<file path="config.mk">
export PLATFORM = sky130hd
export DESIGN_NAME = fetch_sequencer
export DESIGN_NICKNAME = d
export VERILOG_FILES = /design/src/rtl/fetch_pkg.sv /design/src/rtl/fmt_classify.sv /design/src/rtl/fetch_sequencer.sv
export SDC_FILE = /design/constraint.sdc
export NUM_CORES = 1
export LEC_CHECK = 0
export CAP_MARGIN = 10
export CORE_ASPECT_RATIO = 0.6
export CORE_MARGIN = 5
export CORE_UTILIZATION = 25
export CTS_CLUSTER_SIZE = 8
export DETAILED_ROUTE_END_ITERATION = 10
export PLACE_DENSITY = 0.53
export SYNTH_ARGS = -nofsm -noshare
export SYNTH_HDL_FRONTEND = slang
export SYNTH_SLANG_ARGS = --single-unit
</file>
<file path="constraint.sdc">
create_clock -name clk_i -period 2 [get_ports clk_i]
set_input_delay 0.5 -clock clk_i [delete_from_list [all_inputs] [get_ports clk_i]]
set_output_delay 0.5 -clock clk_i [all_outputs]
set_load 0.05 [all_outputs]
</file>
<file path="src/rtl/fetch_pkg.sv">
// fetch_pkg: shared types and constants for the instruction fetch path.
//   - fmt_e   : RISC-V format codes presented alongside each fetched word
//   - OP_*    : major opcode values (word[6:0]) used by the classifier
//   - state_e : fetch_sequencer FSM states
package fetch_pkg;

    typedef enum logic [2:0] {
        FMT_UNK = 3'd0,
        FMT_R   = 3'd1,
        FMT_I   = 3'd2,
        FMT_S   = 3'd3,
        FMT_SB  = 3'd4,
        FMT_U   = 3'd5,
        FMT_UJ  = 3'd6
    } fmt_e;

    localparam logic [6:0] OP_R      = 7'h33;
    localparam logic [6:0] OP_LOAD   = 7'h03;
    localparam logic [6:0] OP_IMM    = 7'h13;
    localparam logic [6:0] OP_JALR   = 7'h67;
    localparam logic [6:0] OP_STORE  = 7'h23;
    localparam logic [6:0] OP_BRANCH = 7'h63;
    localparam logic [6:0] OP_LUI    = 7'h37;
    localparam logic [6:0] OP_AUIPC  = 7'h17;
    localparam logic [6:0] OP_JAL    = 7'h6F;

    typedef enum logic [2:0] {
        S_IDLE,
        S_ISSUE,
        S_WAIT,
        S_PRESENT,
        S_ERR
    } state_e;

endpackage

</file>
<file path="src/rtl/fmt_classify.sv">
// fmt_classify: combinational RISC-V format decode from the major opcode.
//   word_i : 32-bit instruction word
//   fmt_o  : format code (fetch_pkg::fmt_e encoding); unknown opcodes map to FMT_UNK
module fmt_classify
    import fetch_pkg::*;
(
    input  logic [31:0] word_i,
    output logic [2:0]  fmt_o
);

    always_comb begin
        fmt_o = FMT_UNK;
        case (word_i[6:0])
            OP_R:                      fmt_o = FMT_R;
            OP_LOAD, OP_IMM, OP_JALR:  fmt_o = FMT_I;
            OP_STORE:                  fmt_o = FMT_S;
            OP_BRANCH:                 fmt_o = FMT_SB;
            OP_LUI, OP_AUIPC:          fmt_o = FMT_U;
            OP_JAL:                    fmt_o = FMT_UJ;
            default:                   fmt_o = FMT_UNK;
        endcase
    end

endmodule

</file>
<file path="src/rtl/fetch_sequencer.sv">
// fetch_sequencer: fetches a run of consecutive words from instruction memory
// and presents each one, with its PC and format, over a valid/ready handshake.
//   clk_i, resetn_i          : clock, synchronous active-low reset
//   start_i/start_addr_i/count_i : run request (byte address, word count)
//   abort_i                  : cancel a run in progress
//   mem_addr_o/mem_read_o/mem_write_o/mem_rdata_i : memory master port
//                              (read data valid the cycle after mem_read_o)
//   ins_valid_o/ins_ready_i/ins_word_o/ins_pc_o/ins_fmt_o : consumer side
//   busy_o, done_o, err_o    : run status (done_o is a one-cycle pulse)
module fetch_sequencer
    import fetch_pkg::*;
#(
    parameter int ADDR_W = 32,
    parameter int CNT_W  = 8,
    parameter int STRIDE = 4
) (
    input  logic              clk_i,
    input  logic              resetn_i,
    input  logic              start_i,
    input  logic [ADDR_W-1:0] start_addr_i,
    input  logic [CNT_W-1:0]  count_i,
    input  logic              abort_i,
    output logic [ADDR_W-1:0] mem_addr_o,
    output logic              mem_read_o,
    output logic              mem_write_o,
    input  logic [31:0]       mem_rdata_i,
    output logic              ins_valid_o,
    input  logic              ins_ready_i,
    output logic [31:0]       ins_word_o,
    output logic [ADDR_W-1:0] ins_pc_o,
    output logic [2:0]        ins_fmt_o,
    output logic              busy_o,
    output logic              done_o,
    output logic              err_o
);

    state_e            state_q;
    logic [ADDR_W-1:0] pc_q, pc_d, mem_addr_q, ins_pc_q;
    logic [CNT_W-1:0]  rem_q;
    logic [31:0]       ins_word_q;
    logic [2:0]        ins_fmt_q, fmt_w;
    logic              mem_read_q, ins_valid_q, busy_q, done_q, err_q;

    fmt_classify u_fmt (
        .word_i (mem_rdata_i),
        .fmt_o  (fmt_w)
    );

    // Wraps modulo 2^ADDR_W by construction.
    assign pc_d = pc_q + ADDR_W'(STRIDE);

    always_ff @(posedge clk_i) begin
        if (!resetn_i) begin
            state_q     <= S_IDLE;
            pc_q        <= '0;
            rem_q       <= '0;
            mem_addr_q  <= '0;
            mem_read_q  <= 1'b0;
            ins_word_q  <= '0;
            ins_pc_q    <= '0;
            ins_fmt_q   <= '0;
            ins_valid_q <= 1'b0;
            busy_q      <= 1'b0;
            done_q      <= 1'b0;
            err_q       <= 1'b0;
        end else begin
            // Strobes default low; they are raised only on the transition
            // into the state that owns them.
            done_q     <= 1'b0;
            mem_read_q <= 1'b0;
            case (state_q)
                S_IDLE, S_ERR: begin
                    if (start_i) begin
                        if (start_addr_i[1:0] != 2'b00) begin
                            state_q <= S_ERR;
                            err_q   <= 1'b1;
                        end else if (count_i == '0) begin
                            state_q <= S_IDLE;
                            err_q   <= 1'b0;
                            done_q  <= 1'b1;
                        end else begin
                            state_q    <= S_ISSUE;
                            err_q      <= 1'b0;
                            busy_q     <= 1'b1;
                            pc_q       <= start_addr_i;
                            rem_q      <= count_i;
                            mem_read_q <= 1'b1;
                            mem_addr_q <= start_addr_i;
                        end
                    end
                end
                S_ISSUE: begin
                    if (abort_i) begin
                        state_q <= S_IDLE;
                        busy_q  <= 1'b0;
                    end else begin
                        state_q <= S_WAIT;
                    end
                end
                S_WAIT: begin
                    if (abort_i) begin
                        state_q <= S_IDLE;
                        busy_q  <= 1'b0;
                    end else begin
                        ins_word_q  <= mem_rdata_i;
                        ins_pc_q    <= pc_q;
                        ins_fmt_q   <= fmt_w;
                        ins_valid_q <= 1'b1;
                        state_q     <= S_PRESENT;
                    end
                end
                S_PRESENT: begin
                    // An accept that coincides with abort still consumes the word.
                    if (ins_ready_i) rem_q <= rem_q - CNT_W'(1);
                    if (abort_i) begin
                        state_q     <= S_IDLE;
                        busy_q      <= 1'b0;
                        ins_valid_q <= 1'b0;
                    end else if (ins_ready_i) begin
                        ins_valid_q <= 1'b0;
                        if (rem_q == CNT_W'(1)) begin
                            state_q <= S_IDLE;
                            busy_q  <= 1'b0;
                            done_q  <= 1'b1;
                        end else begin
                            pc_q       <= pc_d;
                            mem_addr_q <= pc_d;
                            mem_read_q <= 1'b1;
                            state_q    <= S_ISSUE;
                        end
                    end
                end
                default: begin
                    state_q     <= S_IDLE;
                    busy_q      <= 1'b0;
                    ins_valid_q <= 1'b0;
                end
            endcase
        end
    end

    assign mem_addr_o  = mem_addr_q;
    assign mem_read_o  = mem_read_q;
    assign mem_write_o = 1'b0;
    assign ins_valid_o = ins_valid_q;
    assign ins_word_o  = ins_word_q;
    assign ins_pc_o    = ins_pc_q;
    assign ins_fmt_o   = ins_fmt_q;
    assign busy_o      = busy_q;
    assign done_o      = done_q;
    assign err_o       = err_q;

endmodule

</file>
==> results of run 1 <==
Yosys cell counts (2+ instances only):
| cell | number |
|---|---|
| a211oi_1 | 4 |
| a21boi_1 | 66 |
| a21o_1 | 4 |
| a21oi_1 | 40 |
| a22o_1 | 5 |
| a22oi_1 | 4 |
| a31oi_1 | 6 |
| a32o_1 | 3 |
| a41oi_1 | 3 |
| and2_1 | 8 |
| and3_1 | 5 |
| and3b_1 | 2 |
| and4_1 | 3 |
| buf_2 | 5 |
| buf_6 | 2 |
| clkbuf_1 | 47 |
| dfxtp_1 | 115 |
| ha_1 | 3 |
| inv_1 | 6 |
| nand2_1 | 188 |
| nand2b_1 | 3 |
| nand3_1 | 19 |
| nand3b_1 | 2 |
| nand4_1 | 11 |
| nor2_1 | 41 |
| nor3_1 | 9 |
| nor3b_1 | 3 |
| nor4_1 | 7 |
| nor4_2 | 3 |
| o211a_1 | 2 |
| o211ai_1 | 3 |
| o21a_1 | 15 |
| o21ai_0 | 11 |
| o21ai_1 | 18 |
| o22ai_1 | 3 |
| o31a_1 | 2 |
| o31ai_1 | 10 |
| o41ai_1 | 2 |
| or3_1 | 3 |
what timing repair did:
item                                    in CTS  in global routing
pin swaps                                    1                  9
hold buffers                                 0                  0
gates resized for setup                     14                 13
setup buffers                                0                  2
endpoints found under the setup margin      34                 28
gates cloned                                 1                  1
logic make-up after synthesis:
family / Yosys count
AND/OR/NAND/NOR: 316
multiplexers: 1
other: 1
buffers and inverters: 62
AO/OA/AOI/OAI: 213
adder cells (fa/ha/maj): 3
flip-flops: 115
placed cells by master (no fill, tap or decap), types with 10 or more instances in the layout:
cell,count
nand2_1,187
buf_4,172
dfxtp_1,98
clkdlybuf4s50_1,71
a21boi_1,66
nor2_1,41
a21oi_1,40
clkbuf_16,20
nand3_1,18
o21ai_1,18
o21a_1,15
buf_12,12
o21ai_0,11
nand4_1,11
o31ai_1,10
metrics by stage:
stage | setup TNS, ns | hold WS, ns
2_1_floorplan | -0.0448 | 0.471
3_3_place_gp | -36.19 | 0.439
3_5_place_dp | -36.11 | 0.445
4_1_cts | 0 | 0.448
5_1_grt | 0 | 0.460
6_report | 0 | 0.450
sequential cells by signal, summed over array words and instances (netlist names):
signal / flops
ins_valid_o: 1
ins_fmt_o: 3
ins_word_o: 32
rem_q: 8
mem_addr_o: 32
done_o: 1
ins_pc_o: 32
err_o: 1
mem_read_o: 1
state_q: 3
busy_o: 1
critical path, cell delays in order (launching register included):
cell	delay, ns
dfxtp_4	0.35
ha_4	0.14
nand3_4	0.09
or4b_4	0.54
or4_4	0.44
o31ai_2	0.18
o2bb2ai_1	0.14
worst paths after layout:
path | to | start
setup reg to reg | mem_addr_o[24]$_SDFFE_PN0P_ | mem_addr_o[2]$_SDFFE_PN0P_
hold reg to reg | ins_pc_o[0]$_SDFFE_PN0P_ | ins_pc_o[0]$_SDFFE_PN0P_
setup / recovery | mem_addr_o[24]$_SDFFE_PN0P_ | mem_addr_o[2]$_SDFFE_PN0P_
hold / removal | ins_pc_o[0]$_SDFFE_PN0P_ | ins_pc_o[0]$_SDFFE_PN0P_
area by class of cell:
cell class	count	area [um^2]	share of cell area (%)
Tap cell	286	358	4.03
Inverter	6	22.5	0.253
Clock inverter	7	116	1.31
Sequential cell	115	2350	26.4
Timing Repair Buffer	270	2420	27.2
Clock buffer	23	531	5.97
Multi-Input combinational cell	534	3090	34.8
layer usage:
metal | vias to the layer above | track usage [%]
met2 | 196 | 23.3
met5 | - | 0
met3 | 17 | 6.24
met1 | 2797 | 23.7
met4 | 6 | 3.17
li1 | 2963 | -
power by group through the flow:
stage                     Combinational, W  Sequential, W  Clock [W]
after detailed placement          0.000670        0.00241          0
after global placement            0.000672        0.00241          0
after floorplan                   0.000205        0.00250          0
after CTS                         0.000688        0.00236    0.00343
final                             0.000700        0.00237    0.00334
after global routing              0.000748        0.00237    0.00354
==> results_dict.tcl, run 1 <==
set metrics [dict create \
    wire_per_inst_um 16.9 \
    yosys-top-cells-area "dfxtp_1, nand2_1, a21boi_1" \
    grt_use_total_pct 16.4 \
    switching_share_pct 23.6 \
    finalNonFillerCells 1241 \
    io_pins 182 \
    synth.avg_cell_area_um2 7.77 \
    r2r_setup_slack_ns 0.04 \
    place.gp.congestion 0.841 \
    cp_max_fo 3 \
    power.share.combinational_pct 10.9 \
    fin_crit_sh_pct 98.1 \
    start_util_pct 25.3 \
    synth.area.mux_share_pct 0.181 \
    synthDistinctLibCells 64 \
    synth_area_mm2 0.00552 \
    grt_max_degree 70 \
    synth-xor-area-share_pct 0 \
    status "complete, no violations" \
    rsz0062_at_grt "false" \
    max-vdd-ir-drop_v 0.000579 \
    firstDrtPassIters 5 \
    fill_cells 2234 \
    dieHeight_um 125 \
    synth-simple-area-share_pct 26.1 \
    path_class "reg2reg" \
    dpl_cell_area_mm2 0.00807 \
    post-synth-top-area-cell "dfxtp_1" \
    hp-class "reg2reg" \
    critPathRequiredTime_ns 2.34 \
    cts_tree "yes" \
    power.sequential.fraction_pct 36.9 \
    drt-total-wl_mm 20.9 \
    power_leakage_nw 3.61 \
    clkLatencyLatePin_ns 0.41 \
    cts_buffers 17 \
    synthArstFlopShare_pct 0 \
    fin_util_pct 40.7 \
    ys.warnings.count 0 \
    synth_top_family_by_area "compound AO/OA/AOI/OAI gates" \
    r2r_cells 6 \
    synth_compound_gate_area_share_pct 26.6 \
    wl_met2_mm 8.77 \
    p_switching_w 0.00151 \
    drt_iter0_drc 384 \
    htree_levels 4 \
    clock_sinks 115 \
    ys_seq_area_share_pct 41.7 \
    maxCapViolCount 0 \
    synth_nets 791 \
    n_antenna_cell 0 \
    wl_met1_mm 10.3 \
    crit_path_start_kind "flip-flop" \
    synth_edf_count 0 \
    syn_inst 711 \
    io_buffers 180 \
    drive_above_1_share_pct 26.9 \
    fmax_mhz 510 \
    report.final.slew_viol_count 0 \
    place_inst 1207 \
    internal_power_w 0.00490 \
    placement_rows 42 \
    critPathCaptureType "flip-flop" \
    setup_viol_count_final 0 \
    ant_nets 0 \
    core_area_mm2 0.0219 \
    synth_ff_type "dfxtp_1" \
    finalWorstSetupSlack_ns 0.0384 \
    top_layer "met5" \
    layout_min_cycle_time_ns 1.96 \
    critPathArrivalTime_ns 2.30 \
    antenna_found_initial 3 \
    grt_pass1_vias 5737 \
    drc 0 \
    hpwl_mm 15.2 \
    synth_top_area_share_pct 41.7 \
    powerDensity_mw_per_mm2 721 \
    num_vias 5979 \
    nets 1024 \
    grt_pass1_wl_mm 33.0 \
    overflow 0 \
    holdPathStages 2 \
    hold_violations 0 \
    cts_buffer_depth 2 \
    synth.ff_latch_count 115 \
    skew_ns 0.00980 \
    place_ws_ns -0.572 \
    synthAdderAreaFrac_pct 0.680 \
    die_w_um 202 \
    path_clk_slew_ns 0.06 \
    cts_root_buf "clkbuf_16" \
    met3_wirelength_mm 1.73 \
    power_frac_clock_pct 52.2 \
    fin_total_pwr_w 0.00641 \
    final_cell_area_mm2 0.00889 \
    area_growth_pct 61.0 \
    die_area_mm2 0.0253 \
    viasPerCell 4.82 \
]
Note: power is estimated with default switching activity, not from simulation.
==> inputs of run 2 (changes only) <==
TNS_END_PERCENT = 1   (was not set)
==> run 2 against run 1 <==
  * Clock skew grew 0.0029 ns
  * Die area is the same
  * Sequential share of layout area grew 0.53 points
  * Clock power shrank 4%
  * Cell count is the same
  * Via count shrank 1.2%
  * Critical endpoint is now mem_addr_o[11]$_SDFFE_PN0P_
  * Largest cell class unchanged
==> results_dict.tcl, run 2 (synthesized netlist as in run 1, its figures left out) <==
set metrics [dict create \
    drc 0 \
    path_cells "clkdlybuf4s50_1 -> nand4bb_1 -> a211oi_1 -> buf_4 -> a31o_2 -> buf_12 -> a21oi_1 -> a211oi_1" \
    path_class "in2reg" \
    critPathCaptureType "flip-flop" \
    layout_commonest_cell "nand2_1" \
    ant_nets 0 \
    grt_pass1_vias 5644 \
    core_area_mm2 0.0219 \
    drt-total-wl_mm 20.5 \
    viasPerCell 4.76 \
    critPathArrivalTime_ns 2.25 \
    cts_buffer_depth 2 \
    cp_slowest_stage_delay_ns 0.49 \
    htree_levels 4 \
    fmax_mhz 517 \
    fin_util_pct 39.8 \
    fin_crit_sh_pct 96.8 \
    nets 1024 \
    drive_above_1_share_pct 26.6 \
    grt_use_total_pct 15.9 \
    final_cell_area_mm2 0.00870 \
    dpl_cell_area_mm2 0.00803 \
    area_growth_pct 57.6 \
    antenna_found_initial 1 \
    hold_violations 0 \
    start_util_pct 25.3 \
    status "complete, no violations" \
    place_inst 1210 \
    crit_top_cell "a211oi_1" \
    powerDensity_mw_per_mm2 718 \
    report.final.slew_viol_count 0 \
    critPathRequiredTime_ns 2.31 \
    path_clk_slew_ns 0.05 \
    rsz0062_at_grt "true" \
    hpwl_mm 15.3 \
    num_vias 5909 \
    setup_tns_ns 0 \
    cts_root_buf "clkbuf_16" \
    grt_pass1_wl_mm 32.2 \
    cts_buffers 17 \
    crit_path_start_kind "input port" \
    drt_iter0_drc 383 \
    layout_min_cycle_time_ns 1.94 \
    placement_rows 42 \
    max-vdd-ir-drop_v 0.000580 \
    clkLatencyLatePin_ns 0.41 \
    maxCapViolCount 0 \
    die_area_mm2 0.0253 \
    die_w_um 202 \
    skew_ns 0.0127 \
    firstDrtPassIters 5 \
    cp_max_fo 21 \
    setup_viol_count_final 0 \
    hp-class "reg2reg" \
    finalNonFillerCells 1241 \
    final_cell_mix "nand2_1, buf_4, dfxtp_1" \
    cts_tree "yes" \
    place.gp.congestion 0.837 \
    n_antenna_cell 0 \
    power_leakage_nw 3.52 \
    overflow 0 \
    clock_sinks 115 \
    slowest_stage "clkdlybuf4s50_1" \
    dieHeight_um 125 \
    wire_per_inst_um 16.5 \
    io_pins 182 \
    io_buffers 180 \
    grt_max_degree 70 \
]
run 2: worst paths after layout:
path         slack [ns]  cells past startpoint                          end                        from
min                0.45                      2    ins_pc_o[12]$_SDFFE_PN0P_   ins_pc_o[12]$_SDFFE_PN0P_
max                0.06                      8  mem_addr_o[11]$_SDFFE_PN0P_                     abort_i
max reg2reg        0.08                      6  mem_addr_o[24]$_SDFFE_PN0P_  mem_addr_o[3]$_SDFFE_PN0P_
min reg2reg        0.45                      2    ins_pc_o[12]$_SDFFE_PN0P_   ins_pc_o[12]$_SDFFE_PN0P_
run 2: final cells by class:
type	count	area (um^2)
Clock inverter	7	90.1
Inverter	6	22.5
Clock buffer	23	531
Timing Repair Buffer	270	2310
Sequential cell	115	2340
Multi-Input combinational cell	534	3040
Fill cell	2268	13200
Tap cell	286	358
run 2: per-layer routing:
metal	vias to the layer above	GRT usage, %	part of all wire (%)
li1	2967	-	-
met4	2	2.53	0.55
met2	203	22.8	41
met5	-	0	0.063
met1	2726	22.9	49
met3	11	6.44	9.4
run 2: timing repair:
item | 4_1_cts | 5_1_grt
endpoints found under the setup margin | 15 | 32
gates resized for setup | 9 | 7
cloned | 0 | 0
pin swaps | 1 | 2
hold buffers | 0 | 0
buffers inserted | 0 | 1
run 2: critical path: cells and delay by family:
| family | cells | cell delay (ns) |
|---|---|---|
| simple gates | 1 | 0.24 |
| compound gates | 4 | 0.67 |
| buf+inv | 3 | 0.83 |
run 2: where the power goes:
group	leakage (nW)	switching, W	internal (W)
clock network	0.308	0.00111	0.00210
logic	2.27	0.000342	0.000331
registers	0.939	0.0000390	0.00232
total	3.52	0.00149	0.00475
run 2: metrics by stage:
| step | power (W) | worst slack (ns) | hold slack [ns] |
|---|---|---|---|
| floorplan | 0.00271 | -0.0296 | 0.471 |
| global placement | 0.00308 | -0.553 | 0.442 |
| detailed placement | 0.00307 | -0.589 | 0.445 |
| CTS | 0.00630 | 0.0568 | 0.453 |
| global route | 0.00648 | -0.0638 | 0.466 |
| finish | 0.00624 | 0.0644 | 0.448 |
